--- src/rtl/param_seq_gen_pkg.sv ---
// ---------------------------------------------------------------------------
// param_seq_pkg
//   Shared definitions for the parametrised sequence generator:
//   sequence mode codes and the controller state encoding.
// ---------------------------------------------------------------------------
package param_seq_pkg;

   localparam logic [1:0] MODE_UP   = 2'd0;
   localparam logic [1:0] MODE_DOWN = 2'd1;
   localparam logic [1:0] MODE_GRAY = 2'd2;
   localparam logic [1:0] MODE_RING = 2'd3;

   typedef enum logic [1:0] {
      ST_IDLE = 2'd0,
      ST_RUN  = 2'd1,
      ST_DONE = 2'd2
   } state_t;

endpackage : param_seq_pkg

--- src/rtl/param_seq_gen_seq_encode.sv ---
// ---------------------------------------------------------------------------
// seq_encode
//   Combinational mapping from a sequence index to the presented value.
//   Ports:
//     i_idx   : sequence index
//     i_term  : terminal index (reference for the down-count mode)
//     i_ring  : one-hot ring value (used directly in ring mode)
//     i_mode  : sequence mode
//     o_value : encoded value
// ---------------------------------------------------------------------------
module seq_encode
   import param_seq_pkg::*;
#(
   parameter int unsigned WIDTH = 4
) (
   input  logic [WIDTH-1:0] i_idx,
   input  logic [WIDTH-1:0] i_term,
   input  logic [WIDTH-1:0] i_ring,
   input  logic [1:0]       i_mode,
   output logic [WIDTH-1:0] o_value
);

   always_comb begin
      o_value = '0;
      case (i_mode)
         MODE_UP:   o_value = i_idx;
         MODE_DOWN: o_value = i_term - i_idx;
         MODE_GRAY: o_value = i_idx ^ (i_idx >> 1);
         default:   o_value = i_ring;
      endcase
   end

endmodule : seq_encode

--- src/rtl/param_seq_gen.sv ---
// ---------------------------------------------------------------------------
// param_seq_gen
//   WIDTH-bit sequence generator (binary up/down, Gray, one-hot ring) that
//   runs to a programmable terminal index, once or continuously.
//   Ports:
//     clk      : system clock, rising edge
//     reset    : asynchronous active-low reset
//     en       : advance enable while running
//     start    : arm and start a run (honoured in IDLE/DONE only)
//     stop     : abort a run, return to IDLE (priority over start)
//     mode     : sequence mode, latched at start
//     term     : terminal index (length term+1), latched at start
//     one_shot : 1 = single pass, 0 = wrap, latched at start
//     q_out    : current sequence value
//     valid    : one-cycle strobe per newly presented value
//     done     : one-cycle pulse on completing a pass
//     busy     : high while running
// ---------------------------------------------------------------------------
module param_seq_gen
   import param_seq_pkg::*;
#(
   parameter int unsigned WIDTH = 4
) (
   input  logic             clk,
   input  logic             reset,
   input  logic             en,
   input  logic             start,
   input  logic             stop,
   input  logic [1:0]       mode,
   input  logic [WIDTH-1:0] term,
   input  logic             one_shot,
   output logic [WIDTH-1:0] q_out,
   output logic             valid,
   output logic             done,
   output logic             busy
);

   state_t           r_state;
   state_t           w_state_nxt;
   logic [WIDTH-1:0] r_idx;
   logic [WIDTH-1:0] r_ring;
   logic [WIDTH-1:0] r_term;
   logic [1:0]       r_mode;
   logic             r_os;

   logic [WIDTH-1:0] w_idx_nxt;
   logic [WIDTH-1:0] w_ring_nxt;
   logic [WIDTH-1:0] w_q_nxt;
   logic             w_valid_nxt;
   logic             w_done_nxt;
   logic             w_busy_nxt;
   logic             w_latch;

   logic             w_at_term;
   logic [WIDTH-1:0] w_enc_idx;
   logic [WIDTH-1:0] w_enc_ring;
   logic [WIDTH-1:0] w_enc_term;
   logic [1:0]       w_enc_mode;
   logic [WIDTH-1:0] w_enc_value;

   assign w_at_term = (r_idx == r_term);

   // One encoder serves start, wrap and advance: its inputs are the values
   // idx/ring will hold after this edge. Outside RUN the live mode/term
   // ports are used because they are being latched on the same edge.
   always_comb begin
      w_enc_idx  = '0;
      w_enc_ring = WIDTH'(1);
      w_enc_term = r_term;
      w_enc_mode = r_mode;
      if (r_state != ST_RUN) begin
         w_enc_term = term;
         w_enc_mode = mode;
      end else if (!w_at_term) begin
         w_enc_idx  = r_idx + WIDTH'(1);
         w_enc_ring = {r_ring[WIDTH-2:0], r_ring[WIDTH-1]};
      end
   end

   seq_encode #(
      .WIDTH (WIDTH)
   ) u_seq_encode (
      .i_idx   (w_enc_idx),
      .i_term  (w_enc_term),
      .i_ring  (w_enc_ring),
      .i_mode  (w_enc_mode),
      .o_value (w_enc_value)
   );

   // State and data registers
   always_ff @(posedge clk or negedge reset) begin
      if (!reset) begin
         r_state <= ST_IDLE;
         r_idx   <= '0;
         r_ring  <= '0;
         r_term  <= '0;
         r_mode  <= '0;
         r_os    <= 1'b0;
         q_out   <= '0;
         valid   <= 1'b0;
         done    <= 1'b0;
         busy    <= 1'b0;
      end else begin
         r_state <= w_state_nxt;
         r_idx   <= w_idx_nxt;
         r_ring  <= w_ring_nxt;
         q_out   <= w_q_nxt;
         valid   <= w_valid_nxt;
         done    <= w_done_nxt;
         busy    <= w_busy_nxt;
         if (w_latch) begin
            r_term <= term;
            r_mode <= mode;
            r_os   <= one_shot;
         end
      end
   end

   // Next-state logic
   always_comb begin
      w_state_nxt = r_state;
      case (r_state)
         ST_RUN: begin
            if (stop)
               w_state_nxt = ST_IDLE;
            else if (en && w_at_term && r_os)
               w_state_nxt = ST_DONE;
         end
         default: begin
            if (stop)
               w_state_nxt = ST_IDLE;
            else if (start)
               w_state_nxt = ST_RUN;
         end
      endcase
   end

   // Output / datapath next values
   always_comb begin
      w_idx_nxt   = r_idx;
      w_ring_nxt  = r_ring;
      w_q_nxt     = q_out;
      w_valid_nxt = 1'b0;
      w_done_nxt  = 1'b0;
      w_busy_nxt  = busy;
      w_latch     = 1'b0;
      case (r_state)
         ST_RUN: begin
            if (stop) begin
               w_busy_nxt = 1'b0;
            end else if (en) begin
               if (w_at_term) begin
                  w_done_nxt = 1'b1;
                  if (r_os) begin
                     w_busy_nxt = 1'b0;
                  end else begin
                     w_idx_nxt   = '0;
                     w_ring_nxt  = WIDTH'(1);
                     w_q_nxt     = w_enc_value;
                     w_valid_nxt = 1'b1;
                  end
               end else begin
                  w_idx_nxt   = w_enc_idx;
                  w_ring_nxt  = w_enc_ring;
                  w_q_nxt     = w_enc_value;
                  w_valid_nxt = 1'b1;
               end
            end
         end
         default: begin
            if (stop) begin
               w_busy_nxt = 1'b0;
            end else if (start) begin
               w_latch     = 1'b1;
               w_idx_nxt   = '0;
               w_ring_nxt  = WIDTH'(1);
               w_q_nxt     = w_enc_value;
               w_valid_nxt = 1'b1;
               w_busy_nxt  = 1'b1;
            end
         end
      endcase
   end

endmodule : param_seq_gen

--- config.mk ---
export PLATFORM = sky130hd
export DESIGN_NAME = param_seq_gen
export DESIGN_NICKNAME = d
export VERILOG_FILES = /design/src/rtl/param_seq_gen_pkg.sv /design/src/rtl/param_seq_gen_seq_encode.sv /design/src/rtl/param_seq_gen.sv
export SDC_FILE = /design/constraint.sdc
export NUM_CORES = 1
export LEC_CHECK = 0
export CORE_MARGIN = 3
export CORE_UTILIZATION = 50
export CTS_CLUSTER_DIAMETER = 30
export DETAILED_ROUTE_END_ITERATION = 10
export GPL_TIMING_DRIVEN = 0
export PLACE_DENSITY = 0.73
export SYNTH_ARGS = -nofsm -noshare
export SYNTH_HDL_FRONTEND = slang
export SYNTH_HIERARCHICAL = 1
export SYNTH_SLANG_ARGS = --single-unit
--- constraint.sdc ---
create_clock -name clk -period 5.82 [get_ports clk]
set_clock_uncertainty 0.2 [all_clocks]
set_input_delay 0.873 -clock clk [delete_from_list [all_inputs] [get_ports clk]]
set_output_delay 0.873 -clock clk [all_outputs]
set_load 0.02 [all_outputs]
After elaboration in Yosys (flattened, before gate mapping)
Index checks and enable logic that the tools add are counted.
{"block": "classes", "bitwise_logic": 2, "add_sub_neg": 2, "mux": 52, "reduce_logical": 8, "eq_ne": 11}
{"operator": "$mux W4", "count": 26}
{"operator": "$mux W1", "count": 19}
{"operator": "$ne A3 B3 Y1 const B", "count": 5}
{"operator": "$mux W2", "count": 6}
{"operator": "$pmux W4 S3", "count": 1}
{"operator": "$reduce_and A4 Y1", "count": 2}
{"operator": "$add A4 B1 Y4 const B", "count": 1}
{"operator": "$eq A2 B1 Y1 const B", "count": 2}
{"operator": "$eq A4 B4 Y1", "count": 1}
{"operator": "$sub A4 B4 Y4", "count": 1}
{"operator": "$xor A4 B3 Y4", "count": 1}
{"operator": "$reduce_bool A3 Y1", "count": 1}
{"operator": "$eq A2 B2 Y1 const B", "count": 1}
{"operator": "$logic_and A1 B1 Y1", "count": 2}
{"operator": "$logic_not A2 Y1", "count": 1}
{"operator": "$ne A2 B1 Y1 const B", "count": 1}
{"operator": "$ne A2 B2 Y1 const B", "count": 1}
{"operator": "$reduce_and A2 Y1", "count": 1}
{"operator": "$reduce_bool A2 Y1", "count": 1}
{"operator": "$not A1 Y1", "count": 1}
{"block": "totals", "regBits": 24, "word_cells": 85, "output_inout_bits": 7, "in_bits": 12}

Longest topological paths before layout
{"block": "logic_depth", "word_depth": 10, "mapped_depth": 13, "depth_no_buf": 12}

Modules after synthesis
Netlist, hierarchy kept.
{"module": "param_seq_gen", "n_inst": 1, "cells_per_inst": 110, "area_each_um2": 1153.6, "seq_area_each_um2": 600.6}
{"module": "seq_encode", "n_inst": 1, "cells_per_inst": 40, "area_each_um2": 297.8, "seq_area_each_um2": 0.0}

Worst setup path after synthesis
Ideal clock, no wire load.
{"block": "synth_timing", "kind": "register to register", "from": "register r_idx[0]", "to": "register q_out[1]", "n_path_buf": 0, "required_ps": 5493, "slack_ps": 3028, "setup_time_ps": 127, "arrival_time_ps": 2464, "stages_incl_launch_ff": 12, "period_less_slack_ps": 2792, "path_cell_list": "dfrtp_1 -> xnor2_1 -> nand4_1 -> nand2_1 -> nor2_1 -> ha_1 -> inv_1 -> fa_1 -> mux2_2 -> nand2_1 -> o21ai_0 -> mux2_1"}
{"block": "synth_between", "elab_chain_cells": 10, "word_cells_on_any_way": 18, "cone_classes": "2 x add/sub; 2 x eq/ne; 12 x mux; 1 x bitwise; 1 x reduce/logical"}
{"element": "from (decl)", "line": "param_seq_gen.sv:40", "source": "logic [WIDTH-1:0] r_idx;"}
{"element": "from (signal assigned)", "line": "param_seq_gen.sv:105", "source": "r_idx <= w_idx_nxt;"}
{"element": "$add A4 B1 Y4 / $eq A4 B4 Y1 (equally long branches)", "line": "param_seq_gen.sv:75, param_seq_gen.sv:61"}
{"element": "$mux W4 *", "line": "param_seq_gen.sv:74", "source": "end else if (!w_at_term) begin"}
{"element": "$mux W4 *", "line": "param_seq_gen.sv:71", "source": "if (r_state != ST_RUN) begin"}
{"element": "via w_enc_idx[0]", "line": "param_seq_gen.sv:55", "source": "logic [WIDTH-1:0] w_enc_idx;"}
{"element": "$sub A4 B4 Y4 *", "line": "param_seq_gen_seq_encode.sv:27", "source": "MODE_DOWN: o_value = i_term - i_idx;"}
{"element": "$pmux W4 S3 *", "line": "param_seq_gen_seq_encode.sv:25", "source": "case (i_mode)"}
{"element": "via w_enc_value[1]", "line": "param_seq_gen.sv:59", "source": "logic [WIDTH-1:0] w_enc_value;"}
{"element": "$mux W4", "line": "param_seq_gen.sv:154", "source": "if (r_os) begin"}
{"element": "$mux W4", "line": "param_seq_gen.sv:152", "source": "if (w_at_term) begin"}
{"element": "$mux W4", "line": "param_seq_gen.sv:151", "source": "end else if (en) begin"}
{"element": "$mux W4", "line": "param_seq_gen.sv:149", "source": "if (stop) begin"}
{"element": "$mux W4 *", "line": "param_seq_gen.sv:147", "source": "case (r_state)"}
{"element": "to (signal assigned)", "line": "param_seq_gen.sv:107", "source": "q_out <= w_q_nxt;"}
{"element": "to (decl)", "line": "param_seq_gen.sv:32", "source": "output logic [WIDTH-1:0] q_out,"}
Mark *: on every way through the listed nets, which the timed path passes. The rest lies on a longest branch. The select of a mux whose other input is x is not followed.
A chain may end at the register's enable or synchronous reset.

Worst setup path after layout
{"block": "layout_timing", "from": "register r_idx[2]", "to": "register q_out[1]"}
{"block": "layout_between", "elab_chain_cells": 10, "word_cells_on_any_way": 18, "cone_classes": "2 x add/sub; 2 x eq/ne; 12 x mux; 1 x bitwise; 1 x reduce/logical"}
{"element": "$eq A4 B4 Y1 *", "line": "param_seq_gen.sv:61", "source": "assign w_at_term = (r_idx == r_term);"}
{"element": "$mux W4 *", "line": "param_seq_gen.sv:74"}
{"element": "$mux W4 *", "line": "param_seq_gen.sv:71"}
{"element": "via w_enc_idx[0]", "line": "param_seq_gen.sv:55"}
{"element": "$sub A4 B4 Y4 *", "line": "param_seq_gen_seq_encode.sv:27"}
{"element": "$pmux W4 S3 *", "line": "param_seq_gen_seq_encode.sv:25"}
{"element": "via w_enc_value[1]", "line": "param_seq_gen.sv:59"}
{"element": "$mux W4", "line": "param_seq_gen.sv:154"}
{"element": "$mux W4", "line": "param_seq_gen.sv:152"}
{"element": "$mux W4", "line": "param_seq_gen.sv:151"}
{"element": "$mux W4", "line": "param_seq_gen.sv:149"}
{"element": "$mux W4 *", "line": "param_seq_gen.sv:147"}
Marked as above.

==> flow_summary.json <==
{
  "worst_pin_slew_ns": 1.05,
  "first_global_vias": 1134,
  "crit_path_end": "q_out[1]",
  "final-seq-area_um2": 601,
  "critPathKind": "register to register",
  "cts-buffers-inserted": 3,
  "rows": 18,
  "crit_chain": "xnor2_1, nand4_1, nand2_1, nor2_1, ha_1, inv_1, fa_1, mux2_2, nand2_1, o21ai_0, mux2_1",
  "finalNonFillerCells": 201,
  "vias_per_cell": 5.79,
  "cts_buffer_depth": 2,
  "fillers": 233,
  "leakagePower_nw": 0.764,
  "dr.pass1.iters": 4,
  "ant_nets": 0,
  "grt_pass1_wl_um": 5090,
  "track_usage": 0.188,
  "syn2layout_area_growth_pct": 17.9,
  "rsz0062_at_grt": "false",
  "grt_max_degree": 25,
  "placement.io_buffers": 17,
  "crit_arrival_ns": 3.24,
  "ys_types": 42,
  "start_kind": "register",
  "rrSetupSlack_ns": 2.61,
  "drv_slew": 0,
  "clk_latency_ns": 0.32,
  "start_util": 0.556,
  "period_needed_ns": 3.21,
  "grt_use_met1": 0.250,
  "final_layout_size_suffix_gt1_frac": 0.117,
  "multi_input_area_um2": 792,
  "cts_sinks": 24,
  "ys_warn_count": 6,
  "hpwl_um": 2210,
  "vias": 1163,
  "dp_cells": 197,
  "grt_overflow_total": 0,
  "mostFrequentLayoutCell": "nand2_1",
  "relSlewSlack": 0.300,
  "diodes": 0,
  "drc": 0,
  "syn-num-nets": 167,
  "fin_crit_sh": 0.552,
  "cts_tree": "yes",
  "dieArea_um2": 3590,
  "startpoint": "r_idx[2]",
  "max_freq_mhz": 311,
  "wl_um": 2870,
  "postCtsHoldBufs": 0,
  "crit_slowest_cell": "dfrtp_1",
  "synth_area_um2": 1450,
  "cp_num_cells": 11,
  "pin_count": 19,
  "vdd_drop_max_v": 0.000253,
  "htree_levels": 1,
  "crit_fanout": 10,
  "root_buffer": "clkbuf_4",
  "crit_path_frequent_cell": "nand2_1",
  "power.density_nw_per_um2": 339,
  "ff2ff_path_depth": 11,
  "grt_use_met2": 0.312,
  "core_um2": 2610,
  "post_synth.cell_area_avg_um2": 9.68,
  "cp.required_ns": 5.85,
  "wl_per_cell_um": 14.3,
  "fp.dieH_um": 59.9,
  "crit_buf_inv": 1,
  "maxCapViolCount": 0,
  "place.gp.congestion": 0.818,
  "slowest_delay_ns": 0.47,
  "synth_cells": 150,
  "cts_resized": 0,
  "r2r_start": "r_idx[2]",
  "min_path_type": "register to register",
  "yosysSeqAreaShare": 0.414,
  "clk_pin_slew_worst_paths_ns": 0.15,
  "status": "finished, final reports clean",
  "gr-usage-met3": 0.0259,
  "final_cell_mix": "31 x nand2_1, 24 x dfrtp_1, 17 x clkdlybuf4s50_1",
  "drt_iter0_drc": 35,
  "postCtsSetupRepairBufs": 0,
  "crit_family": "simple AND/OR/NAND/NOR gates",
  "setup_violations": 0,
  "top_usage_layer": "met2",
  "r2r-end": "q_out[1]",
  "hold_viol_final": 0,
  "die_w_um": 59.9,
  "synth_seq_cells": 24,
  "antenna_found_initial": 0,
  "end_kind": "register",
  "fin_nets": 189,
  "fin_tns_setup_ns": 0
}
==> worst min path at each step <==
| stage | from | to | slack [ns] | cells past startpoint |
|---|---|---|---|---|
| after floorplan | r_ring[3] | r_ring[0] | 0.28 | 1 |
| after global placement | q_out[0] | q_out[0] | 0.27 | 1 |
| after detailed placement | q_out[3] | q_out[3] | 0.28 | 1 |
| after CTS | q_out[3] | q_out[3] | 0.31 | 1 |
| after global routing | q_out[3] | q_out[3] | 0.33 | 1 |
| final | q_out[3] | q_out[3] | 0.30 | 1 |
==> cell type report <==
type,instances,area share
tap,30,0.0219
timing repair buffer,17,0.0994
buffer,5,0.0183
inverter,7,0.0161
clock buffer,3,0.0132
multi-input combinational,114,0.463
sequential,24,0.351
clock inverter,1,0.0175
==> cells in the mapped netlist, drive strengths merged <==
master,count,area [um^2]
buf,3,23.8
a22o,4,35.0
o221ai,1,8.76
xor2,2,17.5
a221o,2,21.3
o21ai,6,30.0
nand2b,4,25.0
nand4bb,1,11.3
and4bb,1,12.5
and3,4,25.0
a21o,1,7.51
a2bb2oi,2,17.5
nand4,1,6.26
and3b,1,10.0
clkbuf,2,7.51
xnor2,7,61.3
nand3b,1,7.51
nand2,31,116
nor2,8,30.0
and4,1,11.3
a21oi,3,15.0
nor3b,1,7.51
mux2i,1,10.0
clkinv,1,5.00
o211ai,1,7.51
nor2b,2,12.5
ha,4,50.1
a41oi,1,8.76
dfrtp,24,601
nand3,5,25.0
o31a,1,8.76
or3,1,6.26
nor4b,1,23.8
fa,1,20.0
mux2,11,124
nor3,2,10.0
o22a,1,8.76
inv,6,22.5
==> per-layer routing <==
layer / share of wire / vias up
li1: - / 563
met1: 0.45 / 559
met2: 0.48 / 37
met3: 0.058 / 4
met4: 0.010 / 0
met5: 0 / -
==> through the flow <==
step	cell area, um^2	setup slack, ns	total power, mW	hold slack (ns)	utilization
3_3_place_gp	1660	2.67	0.448	0.267	0.635
3_5_place_dp	1660	2.61	0.459	0.275	0.635
4_1_cts	1710	2.64	0.583	0.308	0.655
5_1_grt	1710	2.29	0.625	0.330	0.655
2_1_floorplan	1450	3.03	0.386	0.276	-
6_report	1710	2.61	0.580	0.302	0.655
==> state kept, by name, summed over array words and instances (netlist names) <==
signal,flops
busy,1
done,1
q_out,4
r_idx,4
r_mode,2
r_os,1
r_ring,4
r_state,2
r_term,4
valid,1
==> worst register-to-register path: cells and delay by family (launching register included) <==
kind            cells  cell delay, ns
flops               1            0.47
simple gates        4            0.81
buf+inv             1            0.07
compound gates      1            0.08
mux                 2            0.56
xor+xnor            1            0.30
fa+ha+maj           2            0.63
==> power breakdown <==
part | leakage [nW] | switching [mW] | total, mW | internal [mW]
registers | 0.305 | 0.0320 | 0.235 | 0.203
clock network | 0.0279 | 0.0542 | 0.124 | 0.0696
logic | 0.431 | 0.113 | 0.221 | 0.108
==> logic make-up after synthesis <==
family          Yosys count  synth area share
compound gates           23             0.116
xor+xnor                  9            0.0543
fa+ha+maj                 5            0.0483
buf+inv                  12            0.0405
flops                    24             0.414
mux                      12            0.0922
simple gates             65             0.234
Power figures use the tool's default switching activity.
